## config.mk

```make
export PLATFORM = sky130hd
export DESIGN_NAME = eda_window_scanner
export DESIGN_NICKNAME = d
export VERILOG_FILES = /design/src/rtl/eda_window_scanner.sv
export SDC_FILE = /design/constraint.sdc
export NUM_CORES = 1
export LEC_CHECK = 0
export ABC_AREA = 0
export CELL_PAD_IN_SITES_DETAIL_PLACEMENT = 0
export CELL_PAD_IN_SITES_GLOBAL_PLACEMENT = 1
export CORE_ASPECT_RATIO = 1.4
export CORE_MARGIN = 8
export CORE_UTILIZATION = 30
export DETAILED_ROUTE_END_ITERATION = 8
export GPL_TIMING_DRIVEN = 0
export PLACE_DENSITY = 0.83
export SYNTH_ARGS = -nofsm -noshare
export SYNTH_HDL_FRONTEND = slang
export SYNTH_SLANG_ARGS = --single-unit
```

## constraint.sdc

```tcl
create_clock -name clk -period 1.6 [get_ports clk]
set_input_delay 0.24 -clock clk [delete_from_list [all_inputs] [get_ports clk]]
set_output_delay 0.24 -clock clk [all_outputs]
set_load 0.02 [all_outputs]
```

## src/rtl/eda_window_scanner.sv

```systemverilog
// rtl/eda_window_scanner.sv - raster-order 3x3 window sequencer with bordered valid/ready output
module eda_window_scanner #(
    parameter int M            = 16,
    parameter int N            = 16,
    parameter int PIXEL_WIDTH  = 8,
    parameter int WINDOW_WIDTH = 9,
    parameter int ADDR_WIDTH   = $clog2(M*N)
) (
    input  logic                                clk,
    input  logic                                reset_n,
    input  logic                                start,
    output logic                                busy,
    output logic                                done,
    output logic [ADDR_WIDTH-1:0]               center_addr,
    input  logic [PIXEL_WIDTH*WINDOW_WIDTH-1:0] window_values,
    output logic                                win_valid,
    input  logic                                win_ready,
    output logic [PIXEL_WIDTH*WINDOW_WIDTH-1:0] win_data,
    output logic [WINDOW_WIDTH-1:0]             win_mask,
    output logic [ADDR_WIDTH-1:0]               win_addr,
    output logic                                win_last
);

    localparam int ROW_W = $clog2(N);
    localparam int COL_W = $clog2(M);
    localparam logic [ROW_W-1:0]      ROW_MAX   = ROW_W'(N-1);
    localparam logic [COL_W-1:0]      COL_MAX   = COL_W'(M-1);
    localparam logic [ADDR_WIDTH-1:0] LAST_ADDR = ADDR_WIDTH'(M*N-1);

    typedef enum logic [1:0] {IDLE, SCAN, LAST} state_t;

    state_t                              state;
    logic [ROW_W-1:0]                    row;
    logic [COL_W-1:0]                    col;
    logic [ADDR_WIDTH-1:0]               addr;
    logic [WINDOW_WIDTH-1:0]             mask;
    logic [PIXEL_WIDTH*WINDOW_WIDTH-1:0] masked;
    logic                                load;

    // Running address tracks row*M+col so no multiplier is needed.
    assign center_addr = addr;
    assign load        = !win_valid || win_ready;

    always_comb begin
        mask = '1;
        if (row == '0) begin
            mask[8] = 1'b0; mask[7] = 1'b0; mask[6] = 1'b0;
        end
        if (row == ROW_MAX) begin
            mask[2] = 1'b0; mask[1] = 1'b0; mask[0] = 1'b0;
        end
        if (col == '0) begin
            mask[8] = 1'b0; mask[5] = 1'b0; mask[2] = 1'b0;
        end
        if (col == COL_MAX) begin
            mask[6] = 1'b0; mask[3] = 1'b0; mask[0] = 1'b0;
        end
    end

    always_comb begin
        masked = '0;
        for (int i = 0; i < WINDOW_WIDTH; i++) begin
            if (mask[i]) masked[i*PIXEL_WIDTH +: PIXEL_WIDTH] = window_values[i*PIXEL_WIDTH +: PIXEL_WIDTH];
        end
    end

    always_ff @(posedge clk or negedge reset_n) begin
        if (!reset_n) begin
            state     <= IDLE;
            row       <= '0;
            col       <= '0;
            addr      <= '0;
            busy      <= 1'b0;
            done      <= 1'b0;
            win_valid <= 1'b0;
            win_last  <= 1'b0;
            win_data  <= '0;
            win_mask  <= '0;
            win_addr  <= '0;
        end else begin
            done <= 1'b0;
            case (state)
                IDLE: begin
                    if (start) begin
                        state <= SCAN;
                        busy  <= 1'b1;
                    end
                end
                SCAN: begin
                    if (load) begin
                        win_valid <= 1'b1;
                        win_data  <= masked;
                        win_mask  <= mask;
                        win_addr  <= addr;
                        if (addr == LAST_ADDR) begin
                            win_last <= 1'b1;
                            state    <= LAST;
                        end else begin
                            addr <= addr + 1'b1;
                            if (col == COL_MAX) begin
                                col <= '0;
                                row <= row + 1'b1;
                            end else begin
                                col <= col + 1'b1;
                            end
                        end
                    end
                end
                LAST: begin
                    if (win_valid && win_ready) begin
                        win_valid <= 1'b0;
                        win_last  <= 1'b0;
                        done      <= 1'b1;
                        busy      <= 1'b0;
                        state     <= IDLE;
                        row       <= '0;
                        col       <= '0;
                        addr      <= '0;
                    end
                end
                default: state <= IDLE;
            endcase
        end
    end

endmodule

```

==> results by group <==
Critical path
  – WP data arrival: 1.85 ns
  – Slowest cell delay on critical path: 0.40 ns
  – Critical path endpoint category: flop
  – R2R Path End: center_addr[6]
  – CP Class: reg2reg
  – FF-to-FF path depth: 6
  – Critical-path cell list: ha_4 -> nand3_4 -> buf_4 -> or2_4 -> o31a_1 -> o21a_1
  – FF-to-FF setup slack: -0.02 ns
  – Req. time, crit path: 1.83 ns
  – Startpoint Class: flop
  – Slowest cell on crit path: dfrtp_2
  – R2R Path Start: center_addr[0]
  – Crit-path max FO: 5
  – Worst Setup SP: center_addr[0]

Clock tree
  – Clock Latency Late Sink: 0.35 ns
  – Clock edge transition at the registers on the reported setup and hold paths: 0.08 ns
  – CTS max path bufs: 2
  – H-tree Lvls: 3
  – CTS tree: yes
  – Clock Sinks: 111
  – Cts bufs inserted: 9
  – Root buf cell: clkbuf_16

Global routing
  – Initial antenna violation count: 0
  – All-Layer GR Usage: 14.3%
  – Vias in the first global route: 3932
  – Largest net degree at the start of global routing: 69
  – Overflow after GRT: 0
  – First-pass GRT wire length: 22000 um

Flow run
  – Max_cap viols: 0

Detailed routing
  – DRC: 0
  – Drt total wl: 14000 um
  – Drt pass-1 iters: 6
  – Antenna-violating nets left: 0
  – 1st-iter DRT viols: 189
  – Routed wire length per instance: 18.6 um
  – Avg Vias per Cell: 4.85
  – Via Count: 3636

Synthesis
  – #FFs+latches synth: 111
  – Sequential share of the synthesized area: 62.6%
  – Yosys cell types: 48
  – Leading area contributor after synthesis: dfrtp_1
  – Post-Syn Nets: 411
  – Syn Inst Count: 330
  – Synthesized area: 4430 um2
  – Largest cells by area after synthesis: dfrtp_1 (63%), a22o_1 (13%), mux2_2 (4.3%)
  – Post-synthesis area per instance: 13.4 um2
  – Top cell type's share of synthesized area: 62.6%
  – Post-synth top cells: dfrtp_1 (111), a22o_1 (66), mux2_2 (17)
  – Most common cell in the netlist: dfrtp_1
  – Asr flop ratio synth: 100%
  – Post-synth top flop: dfrtp_1
  – Synth warn: 0
  – Post-synth EDFFs: 0

Floorplanning
  – Die ar.: 19000 um2
  – FP Rows: 52
  – Initial core utilization: 30.7%
  – Die Ht: 160 um
  – Top Ports: 177
  – Die width: 119 um
  – Core Area: 14400 um2

Hold path
  – Hold crit path type: in2async

Timing
  – Clock Skews: 0.0107 ns
  – Slew @ Worst Pin: 0.589 ns
  – F_max: 617 MHz
  – PnR worst setup slack: -0.0197 ns
  – Fin crit share: 101%
  – Slew margin rel.: 60.7%
  – Final Hold Viols: 0
  – Tmin final: 1.62 ns
  – Final slew viol count: 0
  – RSZ-0062 raised after global routing: yes
  – Final setup vio count: 3

Power and ir drop
  – Sequential power share: 40.4%
  – Net switching power figure: 3170 uW
  – Static leakage: 0.00375 uW
  – Internal power: 6340 uW
  – Maximum VDD drop: 0.000777 V
  – Design Power: 9510 uW
  – Sw frac: 33.3%
  – Clock power share: 23.3%
  – Pwr per Cell Area: 1270 nW/um2
  – Combinational share of power: 36.2%

Layout
  – Layout cell share with drive strength beyond 1: 23.0%
  – Area of the multi-input gates: 1740 um2
  – Area grow syn2layout: 69.1%
  – FILL cells: 1286
  – ANT cells: 0
  – Nets@finish: 637
  – Register area: 2790 um2
  – Utilization after layout: 51.9%

Outcome
  – Run status: finished, violations left
  – Failing checks: setup timing

Placement
  – Routability congestion estimate: 0.778
  – Hpwl dp: 10200 um
  – Place WS: -0.622 ns
  – I/O Buffers: 176
==> power by group through the flow <==
| stage | clock [uW] | combinational, uW | sequential, uW |
|---|---|---|---|
| 2_1_floorplan | 0 | 887 | 4480 |
| 5_1_grt | 2410 | 3680 | 3930 |
| 3_5_place_dp | 0 | 3150 | 3890 |
| 4_1_cts | 2300 | 3350 | 3860 |
| 3_3_place_gp | 0 | 3100 | 3860 |
| 6_report | 2220 | 3440 | 3850 |
==> per-layer routing <==
metal,GRT usage [%],share of wire (%)
met2,26.6,55
met1,15.8,39
met3,3.88,5.1
met4,2.71,0.97
met5,0,0
==> timing repair <==
item | 4_1_cts | 5_1_grt
endpoints found under the setup margin | 115 | 130
gates cloned | 1 | 1
hold buffers | 1 | 0
setup buffers | 18 | 20
hold endpoints to repair | 43 | 0
resized for setup | 44 | 73
pin swaps | 12 | 10
==> cell type report <==
type / count / area share, %
clock buffer: 10 / 3.19
multi-input combinational: 197 / 23.2
sequential: 111 / 37.1
clock inverter: 6 / 0.751
buffer: 14 / 1.62
inverter: 6 / 0.367
tap: 189 / 3.15
timing repair buffer: 217 / 30.5
==> kinds of logic after synthesis <==
family,synth area share (%)
buf+inv,2.40
flops,62.6
compound gates,19.1
simple gates,9.45
fa+ha+maj,1.41
mux,4.99
==> state kept, by name, summed over array words and instances, names as in the netlist <==
signal / count
busy: 1
center_addr: 8
col: 4
done: 1
row: 4
state: 2
win_addr: 8
win_data: 72
win_last: 1
win_mask: 9
win_valid: 1
==> placed cells by master, fill, tap and decap left out, types with 3 or more instances in the layout <==
master           netlist  routed
a21o_1                 9       8
a21oi_2                0       3
a22o_1                66      66
buf_12                 0       7
buf_4                  0      35
buf_6                  1       7
clkbuf_1               5       3
clkbuf_16              0      10
clkdlybuf4s50_1        0     119
dfrtp_1              111     105
dfrtp_2                0       6
dlygate4sd2_1          0       9
dlymetal6s2s_1         0      46
ha_1                   5       4
inv_1                  5       3
mux2_2                17      17
mux2i_1                3       3
nand2_1               13      12
nand2b_1               4       3
nand3_1                6       5
nor2_1                 8       8
nor2_4                 0       4
nor3_4                 0       5
o21ai_0                8       7
or2b_1                 3       3
or4_4                  0       3
==> per-stage QoR <==
stage / setup TNS, ns / area [um2] / hold slack, ns / std cells
after floorplan: 0 / 4490 / -0.0556 / 330
after global placement: -495.38 / 6490 / 0.454 / 695
after detailed placement: -53.11 / 6510 / 0.283 / 696
after CTS: -0.0277 / 7120 / 0.459 / 731
after global routing: -0.399 / 7500 / 0.476 / 750
final: -0.0536 / 7500 / 0.447 / 750
==> worst max-delay path by stage <==
| stage | endpoint | slack [ns] | depth (start not counted) |
|---|---|---|---|
| 2_1_floorplan | row[3] | 0.003 | 5 |
| 3_5_place_dp | win_data[66] | -0.62 | 6 |
| 6_report | center_addr[6] | -0.02 | 6 |
| 5_1_grt | center_addr[4] | -0.09 | 6 |
| 4_1_cts | row[3] | -0.02 | 5 |
| 3_3_place_gp | center_addr[0] | -4.40 | 1 |
==> worst max-delay path, delay by kind of cell, from the launching register on <==
family | cells | cell delay [ns]
simple gates | 2 | 0.35
buf+inv | 1 | 0.17
compound gates | 2 | 0.43
fa+ha+maj | 1 | 0.16
flops | 1 | 0.40
Power figures use the tool's default switching activity.
